$ cat src/rtl/tl_xbar_pkg.sv
// Shared types and defaults for the crossbar demux slice.
// Beat tag layout inside the skid buffer, msb..lsb: {sel, last, data}.
package tl_xbar_pkg;

  localparam int SEL_W_DEF   = 2;
  localparam int BEATS_W_DEF = 3;

  typedef enum logic {
    ST_HEAD = 1'b0,
    ST_BODY = 1'b1
  } route_state_e;

  function automatic int tag_width(input int sel_w, input int data_w);
    return sel_w + 1 + data_w;
  endfunction

endpackage

$ cat src/rtl/tl_skid_buf.sv
// One output register plus one skid entry; full throughput with registered outputs.
module tl_skid_buf #(
  parameter int WIDTH = 8
) (
  input  logic             clk,
  input  logic             rst_n,
  input  logic             valid_i,
  output logic             ready_o,
  input  logic [WIDTH-1:0] data_i,
  output logic             valid_o,
  input  logic             ready_i,
  output logic [WIDTH-1:0] data_o
);

  logic             out_valid_q, out_valid_d;
  logic [WIDTH-1:0] out_data_q, out_data_d;
  logic             skid_valid_q, skid_valid_d;
  logic [WIDTH-1:0] skid_data_q, skid_data_d;
  logic             in_fire, out_free;

  assign ready_o  = ~skid_valid_q;
  assign valid_o  = out_valid_q;
  assign data_o   = out_data_q;
  assign in_fire  = valid_i & ~skid_valid_q;
  assign out_free = ~out_valid_q | ready_i;

  always_comb begin
    out_valid_d  = out_valid_q;
    out_data_d   = out_data_q;
    skid_valid_d = skid_valid_q;
    skid_data_d  = skid_data_q;
    if (out_free) begin
      // A full skid always drains first; input is blocked that cycle by ready_o.
      if (skid_valid_q) begin
        out_valid_d  = 1'b1;
        out_data_d   = skid_data_q;
        skid_valid_d = 1'b0;
      end else begin
        out_valid_d = in_fire;
        if (in_fire) out_data_d = data_i;
      end
    end else if (in_fire) begin
      skid_valid_d = 1'b1;
      skid_data_d  = data_i;
    end
  end

  always_ff @(posedge clk or negedge rst_n) begin
    if (!rst_n) begin
      out_valid_q  <= 1'b0;
      out_data_q   <= '0;
      skid_valid_q <= 1'b0;
      skid_data_q  <= '0;
    end else begin
      out_valid_q  <= out_valid_d;
      out_data_q   <= out_data_d;
      skid_valid_q <= skid_valid_d;
      skid_data_q  <= skid_data_d;
    end
  end

endmodule

$ cat src/rtl/tl_xbar_demux.sv
// Routes the arbiter's granted beat stream to one of M sinks by address decode,
// locking the route for the whole message.
//   state   | meaning
//   ST_HEAD | next accepted beat is a message head: decode sel, load beat counter
//   ST_BODY | beats follow latched sel; counter counts down to the last beat
module tl_xbar_demux
  import tl_xbar_pkg::*;
#(
  parameter int M       = 4,
  parameter int DATA_W  = 8,
  parameter int ADDR_W  = 8,
  parameter int SEL_LSB = 4,
  parameter int SEL_W   = SEL_W_DEF,
  parameter int BEATS_W = BEATS_W_DEF
) (
  input  logic               clk,
  input  logic               rst_n,
  input  logic               valid_i,
  output logic               ready_o,
  input  logic [DATA_W-1:0]  data_i,
  input  logic [ADDR_W-1:0]  addr_i,
  input  logic [BEATS_W-1:0] beats_i,
  output logic [M-1:0]       valid_o,
  input  logic [M-1:0]       ready_i,
  output logic [DATA_W-1:0]  data_o,
  output logic               last_o,
  output logic               err_o
);

  localparam int TAG_W = tag_width(SEL_W, DATA_W);

  route_state_e       state_q, state_d;
  logic [SEL_W-1:0]   sel_q, sel_d;
  logic [BEATS_W-1:0] rem_q, rem_d;
  logic               err_q, err_d;

  logic               in_fire, out_fire, buf_ready, out_valid, out_last;
  logic               beat_last, out_of_range;
  logic [SEL_W-1:0]   sel_raw, beat_sel, out_sel;
  logic [DATA_W-1:0]  out_data;
  logic [TAG_W-1:0]   in_tag, out_tag;
  logic               unused_addr;

  assign ready_o      = buf_ready;
  assign in_fire      = valid_i & buf_ready;
  assign sel_raw      = addr_i[SEL_LSB +: SEL_W];
  assign out_of_range = (32'(sel_raw) >= 32'(M));
  assign unused_addr  = ^addr_i;

  always_comb begin
    state_d   = state_q;
    sel_d     = sel_q;
    rem_d     = rem_q;
    err_d     = 1'b0;
    beat_sel  = sel_q;
    beat_last = 1'b0;
    unique case (state_q)
      ST_HEAD: begin
        beat_sel  = out_of_range ? SEL_W'(M - 1) : sel_raw;
        beat_last = (beats_i == '0);
        if (in_fire) begin
          sel_d = beat_sel;
          rem_d = beats_i;
          err_d = out_of_range;
          if (beats_i != '0) state_d = ST_BODY;
        end
      end
      ST_BODY: begin
        beat_last = (rem_q == BEATS_W'(1));
        if (in_fire) begin
          rem_d = rem_q - BEATS_W'(1);
          if (beat_last) state_d = ST_HEAD;
        end
      end
      default: state_d = ST_HEAD;
    endcase
  end

  always_ff @(posedge clk or negedge rst_n) begin
    if (!rst_n) begin
      state_q <= ST_HEAD;
      sel_q   <= '0;
      rem_q   <= '0;
      err_q   <= 1'b0;
    end else begin
      state_q <= state_d;
      sel_q   <= sel_d;
      rem_q   <= rem_d;
      err_q   <= err_d;
    end
  end

  // Decode happens before buffering so the output stage only carries a tag.
  assign in_tag = {beat_sel, beat_last, data_i};

  tl_skid_buf #(
    .WIDTH(TAG_W)
  ) u_skid (
    .clk    (clk),
    .rst_n  (rst_n),
    .valid_i(valid_i),
    .ready_o(buf_ready),
    .data_i (in_tag),
    .valid_o(out_valid),
    .ready_i(out_fire),
    .data_o (out_tag)
  );

  assign out_sel  = out_tag[TAG_W-1 -: SEL_W];
  assign out_last = out_tag[DATA_W];
  assign out_data = out_tag[DATA_W-1:0];

  always_comb begin
    valid_o = '0;
    for (int k = 0; k < M; k++) valid_o[k] = out_valid & (out_sel == SEL_W'(k));
  end

  assign out_fire = |(valid_o & ready_i);
  assign data_o   = out_data;
  assign last_o   = out_last;
  assign err_o    = err_q;

endmodule

$ cat config.mk
export PLATFORM = sky130hd
export DESIGN_NAME = tl_xbar_demux
export DESIGN_NICKNAME = d
export VERILOG_FILES = /design/src/rtl/tl_xbar_pkg.sv /design/src/rtl/tl_skid_buf.sv /design/src/rtl/tl_xbar_demux.sv
export SDC_FILE = /design/constraint.sdc
export NUM_CORES = 1
export LEC_CHECK = 0
export CORE_MARGIN = 2
export CORE_UTILIZATION = 30
export CTS_CLUSTER_SIZE = 30
export DETAILED_ROUTE_END_ITERATION = 7
export GPL_TIMING_DRIVEN = 1
export SLEW_MARGIN = 15
export SYNTH_ARGS = -nofsm -noshare
export SYNTH_HDL_FRONTEND = slang
export SYNTH_SLANG_ARGS = --single-unit
$ cat constraint.sdc
create_clock -name clk -period 3.4 [get_ports clk]
set_input_delay 0.51 -clock clk [delete_from_list [all_inputs] [get_ports clk]]
set_output_delay 0.51 -clock clk [all_outputs]
set_load 0.01 [all_outputs]
==> flow_summary.json <==
{
  "seq_area_frac_synth": 0.489,
  "grt_max_degree": 31,
  "setup_viol": 0,
  "htreeDepth": 2,
  "final_hold_viol_count": 0,
  "cp.arrival_ns": 1.79,
  "num_antenna_cells": 0,
  "whs_ns": 0.500,
  "critPathKind": "flip-flop to primary output",
  "cts_tree": "done",
  "cellLeakagePower_nw": 0.838,
  "grt_pass1_vias": 1007,
  "wl_per_cell_um": 12.5,
  "max_freq_ghz": 0.434,
  "cts-root-buf": "clkbuf_8",
  "synth_nets": 163,
  "antenna_found_initial": 0,
  "ant_nets": 0,
  "gp_congestion": 0.785,
  "rows": 26,
  "regArea_sq_um": 751,
  "tns_ns": 0,
  "drive_above_1_share": 0.176,
  "core_area_sq_um": 5010,
  "clock_latency_ns": 0.28,
  "finalMaxSlewViolations": 0,
  "clkSinkCount": 30,
  "cts_resized": 0,
  "grt_pass1_wl_um": 4620,
  "fp.dieArea_sq_um": 5700,
  "p_per_area_nw_per_um2": 923,
  "dr.pass1.iters": 4,
  "drv_cap": 0,
  "drtIter0Drc": 39,
  "area_delta_synth_final_pct": 28.3,
  "totalWireLength_um": 2950,
  "synthDistinctLibCells": 28,
  "synth-edff-count": 0,
  "drc": 0,
  "n_fill_cell": 511,
  "hp-class": "flip-flop to flip-flop",
  "finClkSkew_ns": 0.00441,
  "endpoint_kind": "primary output",
  "rsz0062_at_grt": "false",
  "dp_hpwl_um": 2110,
  "yosys_most_used_dff": "dfrtp_1",
  "grt_use_total": 0.110,
  "viasPerCell": 4.57,
  "worstMarginPinSlew_ns": 0.666,
  "irDropWorstVdd_v": 0.000314,
  "num_io_pins": 41,
  "synth_warnings": 0,
  "num_vias": 1073,
  "async_flop_share": 1.00,
  "post_cts_buffers": 0,
  "cp_max_fo": 14,
  "nets": 192,
  "multi_input_area_sq_um": 659,
  "clockBufferDepth": 2,
  "yosys.area.top_type_share": 0.489,
  "yosysMostFrequentCell": "dfrtp_1",
  "numPortBuffers": 33,
  "status": "finished clean",
  "postCtsHoldBufs": 0,
  "synth.top_cells.by_area": "dfrtp_1 (49%), mux2_4 (9.8%), mux2i_1 (9.1%)",
  "period_share": 0.677,
  "synth-seq-cells": 30,
  "synth_commonest_cells": "dfrtp_1 (30), mux2i_1 (14), nor2_1 (13), a21oi_1 (10), mux2_4 (10)",
  "syn_area_sq_um": 1530,
  "yosysTopAreaCell": "dfrtp_1",
  "die-width_um": 75.5,
  "cts.clk_slew.worst_paths_ns": 0.06,
  "synthesis.instances": 135,
  "start_util": 0.306,
  "synth.avg_cell_area_sq_um": 11.4,
  "required_ns": 2.89,
  "cts_buffers": 5,
  "min_period_ns": 2.30,
  "grt_overflow": 0,
  "cp-start-kind": "flip-flop",
  "dieHeight_um": 75.5,
  "relSlewSlack": 0.556
}
sequential cells by signal, summed over array words and instances, names as in the netlist:
| register | flops |
|---|---|
| state_q | 1 |
| sel_q | 2 |
| u_skid.valid_o | 1 |
| u_skid.skid_valid_q | 1 |
| rem_q | 3 |
| u_skid.skid_data_q | 11 |
| u_skid.data_o | 11 |
where the power goes:
group          switching (mW)  internal [mW]  total, mW
sequential              0.153          0.539      0.692
clock                   0.129          0.163      0.292
combinational           0.349          0.483      0.832
total                   0.631           1.18       1.82
stage by stage:
step	utilization	cell area, sq um	cells	total power, mW	worst slack (ns)
2_1_floorplan	-	1530	135	1.30	1.81
3_3_place_gp	0.375	1880	227	1.50	1.21
3_5_place_dp	0.375	1880	227	1.54	1.15
4_1_cts	0.393	1970	235	1.84	1.06
5_1_grt	0.393	1970	235	1.95	1.02
6_report	0.393	1970	235	1.82	1.10
path summary, 6_finish.rpt:
path                            cells past startpoint                                 to                              start  slack, ns
worst max-delay path                                2                            ready_o    u_skid.skid_valid_q$_DFFE_PN0P_       1.10
worst min-delay path                                1  u_skid.skid_data_q[8]$_DFFE_PN0P_  u_skid.skid_data_q[8]$_DFFE_PN0P_       0.50
worst max register to register                      4  u_skid.skid_data_q[1]$_DFFE_PN0P_    u_skid.skid_valid_q$_DFFE_PN0P_       1.51
worst min register to register                      1  u_skid.skid_data_q[8]$_DFFE_PN0P_  u_skid.skid_data_q[8]$_DFFE_PN0P_       0.50
max in group asynchronous                           2         u_skid.valid_o$_DFFE_PN0P_                              rst_n       2.48
min in group asynchronous                           2  u_skid.skid_data_q[6]$_DFFE_PN0P_                              rst_n       0.63
cell usage in the layout (no fill, tap or decap):
master,count
clkdlybuf4s50_1,33
dfrtp_1,30
mux2i_1,14
nor2_1,13
a21oi_1,10
mux2_4,10
inv_1,7
o21ai_0,7
clkbuf_8,6
mux2_2,5
nand2_1,4
nor2b_1,3
buf_4,3
and2_1,2
o211ai_1,2
nand2b_1,2
ha_1,2
and2_2,1
or3_1,1
a41oi_1,1
a221oi_2,1
a22oi_2,1
nor2_2,1
nand3b_1,1
nand3_1,1
o31ai_1,1
conb_1,1
clkinv_2,1
clkbuf_1,1
area by class of cell:
class                      instances  share of cell area
inverter                           7              0.0134
tap                               70              0.0445
sequential                        30               0.381
timing repair buffer              36               0.179
clock buffer                       7              0.0439
multi-input combinational         84               0.335
clock inverter                     1             0.00254
routing by layer:
layer | track usage | part of all wire
met1 | 0.136 | 0.45
met2 | 0.176 | 0.47
met3 | 0.0370 | 0.066
met4 | 0.0468 | 0.013
met5 | 0 | 0
worst max-delay path: stages, from the launching register on:
cell	delay, ns
dfrtp_1	0.77
inv_1	0.22
clkdlybuf4s50_1	0.53
cells by family after synthesis:
family / share of synthesized area
other: 0.00244
buffers and inverters: 0.0807
adder cells (fa/ha/maj): 0.0163
AND/OR/NAND/NOR: 0.0914
AO/OA/AOI/OAI: 0.0938
flip-flops: 0.489
multiplexers: 0.226
(Power assumes the default switching activity.)
==> RTL change 1: new RTL, same settings <==
Take the reset off `skid_data_q` and load it in a clocked block of its own.
--- a/src/rtl/tl_skid_buf.sv
+++ b/src/rtl/tl_skid_buf.sv
@@ -50,13 +50,15 @@
       out_valid_q  <= 1'b0;
       out_data_q   <= '0;
       skid_valid_q <= 1'b0;
-      skid_data_q  <= '0;
     end else begin
       out_valid_q  <= out_valid_d;
       out_data_q   <= out_data_d;
       skid_valid_q <= skid_valid_d;
-      skid_data_q  <= skid_data_d;
     end
+  end
+
+  always_ff @(posedge clk) begin
+    skid_data_q <= skid_data_d;
   end
 
 endmodule
Behaviour: no difference found for any inputs over 10 cycles, from zero or initial values and one cycle with rst_n low; that may be too few to reach the edited logic, so the function may still have changed.
==> RTL change 1 against the original RTL <==
- power down 7.5%
- combinational power down 12%
- wire length down 1.2%
- setup slack worse by 0.013 ns
- sequential cell count unchanged
- critical path depth unchanged
- design area down 3.8%
- synthesized area down 4.3%
==> RTL change 1: results (changes against the original RTL) <==
Route:
- The via total after detailed routing is 937 (-13%).
- The first-pass iteration count of the detailed router is 4 (unchanged).
- The starting DRC count in detailed routing is 36 (-7.7%).
- The detail-routed net length per standard cell was 13.9 um (+11%).

STA:
- The slew at the pin closest to its max-slew limit is 0.937 ns (+0.272 ns).
- The worst clock skew is 0.00486 ns (+0.000456 ns).

GRT:
- The via count of the first global-routing pass is 982 (-2.5%).
- The wire length of the first global-routing pass came to 4680 um (+1.3%).
- The total track usage is 11.7% (+0.66 points).
- The largest net degree at the start of global routing is 20 (-35%).

Final layout:
- The share of cells above drive strength 1 was 22.4% (+4.8 points).
- The antenna diode instance count is 0 (unchanged).
- The net count reported at finish is 170 (-11%).
- The number of filler cells placed in the layout is 452 (-12%).
- The count of placed standard cells in the final layout, fillers left out came to 210 (-11%).

Synth:
- The share of the yosys chip area belonging to registers was 54.9% (+6.0 points).
- Ranked by instance count, the synthesized netlist is headed by 19 x dfrtp_1, 13 x mux2_2, 11 x edfxtp_1.
- The net count of the mapped netlist is 142 (-13%).
- The average size of a mapped cell came to 12.9 um^2 (+13%).
- The async set or reset register ratio after synthesis came to 63.3% (-37 points).
- The count of distinct cell types in the synthesized netlist is 27 (-3.6%).
- Sorting the synthesized cells by area gives the leading types as dfrtp_1 32%, edfxtp_1 23%, mux2_2 10%, mux2_4 8.2%, buf_4 4.6%.
- The number of enable-type register cells in the synthesized netlist is 11 (+11).

Clock network:
- The clock transition at the register clock pins on the worst setup and hold paths after CTS is 0.06 ns (about the same).
- The maximum count of clock buffers along a single path was 2 (unchanged).
- The number of buffers inserted during clock tree synthesis is 5 (unchanged).
- The clock insertion delay at the later pin of the skew report is 0.28 ns (about the same).
- The clock root buffer is clkbuf_8.
- The H-tree depth is 2 (unchanged).

Place:
- The weighted congestion reported at the end of routability-driven placement is 0.737 (-6.1%).
- The number of port buffers is 33 (unchanged).
- The post-detailed-placement half-perimeter wirelength is 2120 um (+0.27%).
- The number of placed instances, taps included is 202 (-11%).

Critical path:
- The cell family contributing the most delay on the critical path is buffers and inverters.
- The largest incremental delay on the critical path is 0.73 ns (-0.04 ns).
- The arrival time at the worst endpoint is 1.81 ns (+0.02 ns).
- The slowest stage of the critical path belongs to the cell dfrtp_1.
- The worst-path maximum fanout was 16 (+2).

Min path:
- The worst min-delay path category is flop to flop.

Power and ir drop:
- The peak supply drop is 0.000323 V (+2.6%).
- The leakage power came to 0.771 nW (-8.0%).

Outcome:
- The run finished with clean final reports.
==> RTL change 1: per-layer routing <==
metal | global-route usage [%] | wire length, um | up-vias
met2 | 19.6 | 1480 | 24
met4 | 4.24 | 27 | 0
met1 | 13.4 | 1250 | 461
li1 | - | - | 448
met5 | 0 | 0 | -
met3 | 4.61 | 156 | 4
==> RTL change 1: worst paths after layout <==
kind                       slack (ns)                end  depth (start not counted)                start
setup reg to reg                 1.42   u_skid.data_o[0]                          2  u_skid.skid_valid_q
min in group asynchronous        0.76   u_skid.data_o[6]                          1                rst_n
setup / recovery                 1.08            ready_o                          2  u_skid.skid_valid_q
max in group asynchronous        2.07  u_skid.data_o[10]                          1                rst_n
hold / removal                   0.51           sel_q[1]                          1             sel_q[1]
hold reg to reg                  0.51           sel_q[1]                          1             sel_q[1]
==> RTL change 1: worst register-to-register path, cell delays in order (launching register included) <==
cell	delay, ns
dfrtp_1	0.73
o22a_1	0.74
mux2_2	0.41
==> RTL change 1: logic make-up (layout without fill, tap and decap cells) <==
family | Yosys count | after routing | synth area share (%)
flops | 30 | 30 | 54.9
compound gates | 11 | 11 | 4.09
mux | 26 | 26 | 22.4
buf+inv | 19 | 48 | 7.67
simple gates | 25 | 25 | 8.95
fa+ha+maj | 2 | 2 | 1.70
other cells | 1 | 1 | 0.256
==> RTL change 1: where the power goes <==
group	internal (mW)	total (mW)	leakage, nW	switching [mW]
logic	0.441	0.730	0.399	0.289
registers	0.533	0.656	0.325	0.123
clock network	0.162	0.294	0.0472	0.131
total	1.14	1.68	0.771	0.543
==> RTL change 1: metrics by stage <==
| step | area, um^2 | setup slack [ns] | util (%) | total power [mW] |
|---|---|---|---|---|
| after floorplan | 1470 | 1.36 | - | 1.18 |
| after global placement | 1800 | 0.985 | 38.1 | 1.36 |
| after detailed placement | 1800 | 0.952 | 38.1 | 1.40 |
| after CTS | 1890 | 1.14 | 40.1 | 1.70 |
| after global routing | 1890 | 1.01 | 40.1 | 1.80 |
| final | 1890 | 1.08 | 40.1 | 1.68 |
==> RTL change 1: final cells by class <==
class | count | share of cell area (%)
flip-flops and latches | 30 | 42.5
inverters | 6 | 1.19
well taps | 67 | 4.43
multi-input cells | 65 | 29.0
clock inverters | 2 | 0.661
repair buffers | 34 | 17.8
clock buffers | 6 | 4.36
==> RTL change 2: new RTL, same settings <==
Without the edit above. `BEATS_W_DEF`: 3 -> 4.
--- a/src/rtl/tl_xbar_pkg.sv
+++ b/src/rtl/tl_xbar_pkg.sv
@@ -3,7 +3,7 @@
 package tl_xbar_pkg;
 
   localparam int SEL_W_DEF   = 2;
-  localparam int BEATS_W_DEF = 3;
+  localparam int BEATS_W_DEF = 4;
 
   typedef enum logic {
     ST_HEAD = 1'b0,
Ports: changed (resized beats_i); port bits go from 41 to 42. No check against the original RTL was run, so the function may have changed too.
==> RTL change 2 against the original RTL <==
- design area grew 1.5%
- sequential cell count grew 1
- utilization grew 0.063 points
- power grew 0.79%
- clock power shrank 2%
- wire length grew 4.8%
- setup slack lost 0.10 ns
- via count grew 2.0%
- synthesized area grew 2.0%
- non-clock buffer count grew 1
- sequential power grew 3%
- critical path type unchanged
==> RTL change 2: results (changes against the original RTL) <==
Outcome:
- The flow ran to the end, and the final reports show no timing, DRC or antenna violations.

Power and ir drop:
- The leakage power came to 0.845 nW (+0.86%).
- The peak supply drop is 0.000329 V (+4.5%).
- The reported net switching power is 0.648 mW (+2.7%).

Critical path:
- The arrival time at the worst endpoint came to 1.89 ns (+0.10 ns).
- The worst-path maximum fanout was 11 (-3).
- The largest incremental delay on the critical path is 0.69 ns (-0.08 ns).
- The dominant delay contributor by cell family on the critical path is buffers and inverters.
- The largest individual stage delay along the critical path comes from the cell dfrtp_1.

Min path:
- The worst min-delay path category is flop to flop.

Synth:
- The net count of the mapped netlist is 166 (+1.8%).
- The count of synthesis-stage warnings from yosys is 0 (unchanged).
- The average size of a mapped cell came to 11.4 um^2 (+0.47%).
- Ranked by total cell area, the synthesized netlist is headed by dfrtp_1 50%, mux2_2 13%, mux2i_1 9.6%, buf_4 4.8%, nor2_1 3.4%.
- The share of synthesized cell area in full adder, half adder and majority cells is 1.60% (-0.031 points).
- The count of distinct cell types in the synthesized netlist came to 28 (unchanged).
- The share of the yosys chip area belonging to registers was 49.6% (+0.66 points).
- The async set or reset register ratio after synthesis is 100% (unchanged).
- The fraction of synthesized cell area in xor and xnor cells is 0% (unchanged).
- The compound-gate portion of the synthesized area is 8.96% (-0.42 points).
- The share of cell area taken by muxes after synthesis is 22.6% (-0.034 points).
- The commonest cells after synthesis are 31 x dfrtp_1, 18 x mux2_2, 15 x mux2i_1.

GRT:
- The largest net degree at the start of global routing is 32 (+3.2%).
- The initial antenna violation count is 0 (unchanged).
- The met1 track demand over resource is 14.0% (+0.43 points).
- The met2 global-route usage is 17.7% (+0.11 points).
- The fraction of met3 tracks used by global routing is 4.15% (+0.44 points).
- The total track usage is 11.3% (+0.31 points).
- The wire length of the first global-routing pass was 5220 um (+13%).

Final layout:
- The antenna diode instance count is 0 (unchanged).
- The share of cells above drive strength 1 is 19.2% (+1.6 points).
- The number of filler cells placed in the layout came to 501 (-2.0%).
- The net count reported at finish is 196 (+2.1%).

Clock network:
- The number of gates resized after CTS came to 0 (unchanged).
- The clock root buffer is clkbuf_8.
- The buffer count from post-CTS setup fixing came to 0 (unchanged).
- The clock transition at the register clock pins on the worst setup and hold paths after CTS was 0.06 ns (about the same).
- The number of buffers inserted during clock tree synthesis is 5 (unchanged).
- The maximum count of clock buffers along a single path is 2 (unchanged).
- The H-tree depth came to 2 (unchanged).
- The clock insertion delay at the later pin of the skew report came to 0.28 ns (about the same).

Place:
- The post-detailed-placement half-perimeter wirelength came to 2260 um (+7.0%).
- The weighted congestion reported at the end of routability-driven placement is 0.724 (-7.7%).
- The number of placed instances, taps included was 230 (+1.3%).
- The number of port buffers is 34 (+3.0%).

Route:
- The starting DRC count in detailed routing is 55 (+41%).
- The first-pass iteration count of the detailed router came to 4 (unchanged).
- The via total after detailed routing is 1094 (+2.0%).
- The detail-routed net length per standard cell is 13.0 um (+3.9%).
- The total detailed-routing wirelength is 3090 um (+4.8%).

STA:
- The relative max-transition margin was 55.9% (+0.27 points).
- The worst clock skew was 0.00309 ns (-0.00132 ns).
==> RTL change 2: final cells by class <==
class | instances | area share (%)
repair buffers | 37 | 18.2
inverters | 6 | 1.13
flip-flops and latches | 31 | 38.8
multi-input cells | 86 | 33.1
well taps | 70 | 4.39
clock buffers | 6 | 4.14
clock inverters | 1 | 0.251
==> RTL change 2: worst paths after layout <==
| path | slack, ns | depth (start not counted) | start | endpoint |
|---|---|---|---|---|
| worst min-delay path | 0.51 | 1 | u_skid.skid_data_q[2] | u_skid.skid_data_q[2] |
| max in group asynchronous | 2.48 | 2 | rst_n | rem_q[2] |
| worst max-delay path | 1.0 | 2 | u_skid.skid_valid_q | ready_o |
| worst max register to register | 1.26 | 5 | u_skid.data_o[10] | u_skid.skid_data_q[8] |
| worst min register to register | 0.51 | 1 | u_skid.skid_data_q[2] | u_skid.skid_data_q[2] |
| min in group asynchronous | 0.63 | 2 | rst_n | sel_q[1] |
==> RTL change 2: metal layers <==
layer / vias to the layer above / part of all wire, %
li1: 517 / -
met1: 530 / 44
met2: 43 / 48
met3: 4 / 7.5
met4: 0 / 1.1
met5: - / 0
==> RTL change 2: stage by stage <==
step / area, um^2 / worst slack, ns / power, mW / util [%] / hold WS [ns]
2_1_floorplan: 1560 / 1.69 / 1.32 / - / 0.214
3_3_place_gp: 1910 / 0.918 / 1.52 / 37.6 / 0.485
3_5_place_dp: 1910 / 0.814 / 1.56 / 37.6 / 0.494
4_1_cts: 2000 / 0.960 / 1.86 / 39.3 / 0.508
5_1_grt: 2000 / 0.903 / 1.97 / 39.3 / 0.529
6_report: 2000 / 0.998 / 1.83 / 39.3 / 0.505
==> RTL change 2: power by group through the flow <==
stage | Sequential (mW) | Combinational, mW | Clock, mW
3_5_place_dp | 0.717 | 0.846 | 0
3_3_place_gp | 0.706 | 0.810 | 0
4_1_cts | 0.711 | 0.850 | 0.299
5_1_grt | 0.737 | 0.920 | 0.316
2_1_floorplan | 0.648 | 0.667 | 0
6_report | 0.711 | 0.832 | 0.287
==> RTL change 2: cells by family (layout without fill, tap and decap cells) <==
group / count (synthesis) / after routing
muxes: 33 / 33
DFF: 31 / 31
adders and majority gates: 2 / 2
AOI/OAI and AO/OA: 20 / 20
and+or+nand+nor: 30 / 30
buffers and inverters: 20 / 50
other: 1 / 1
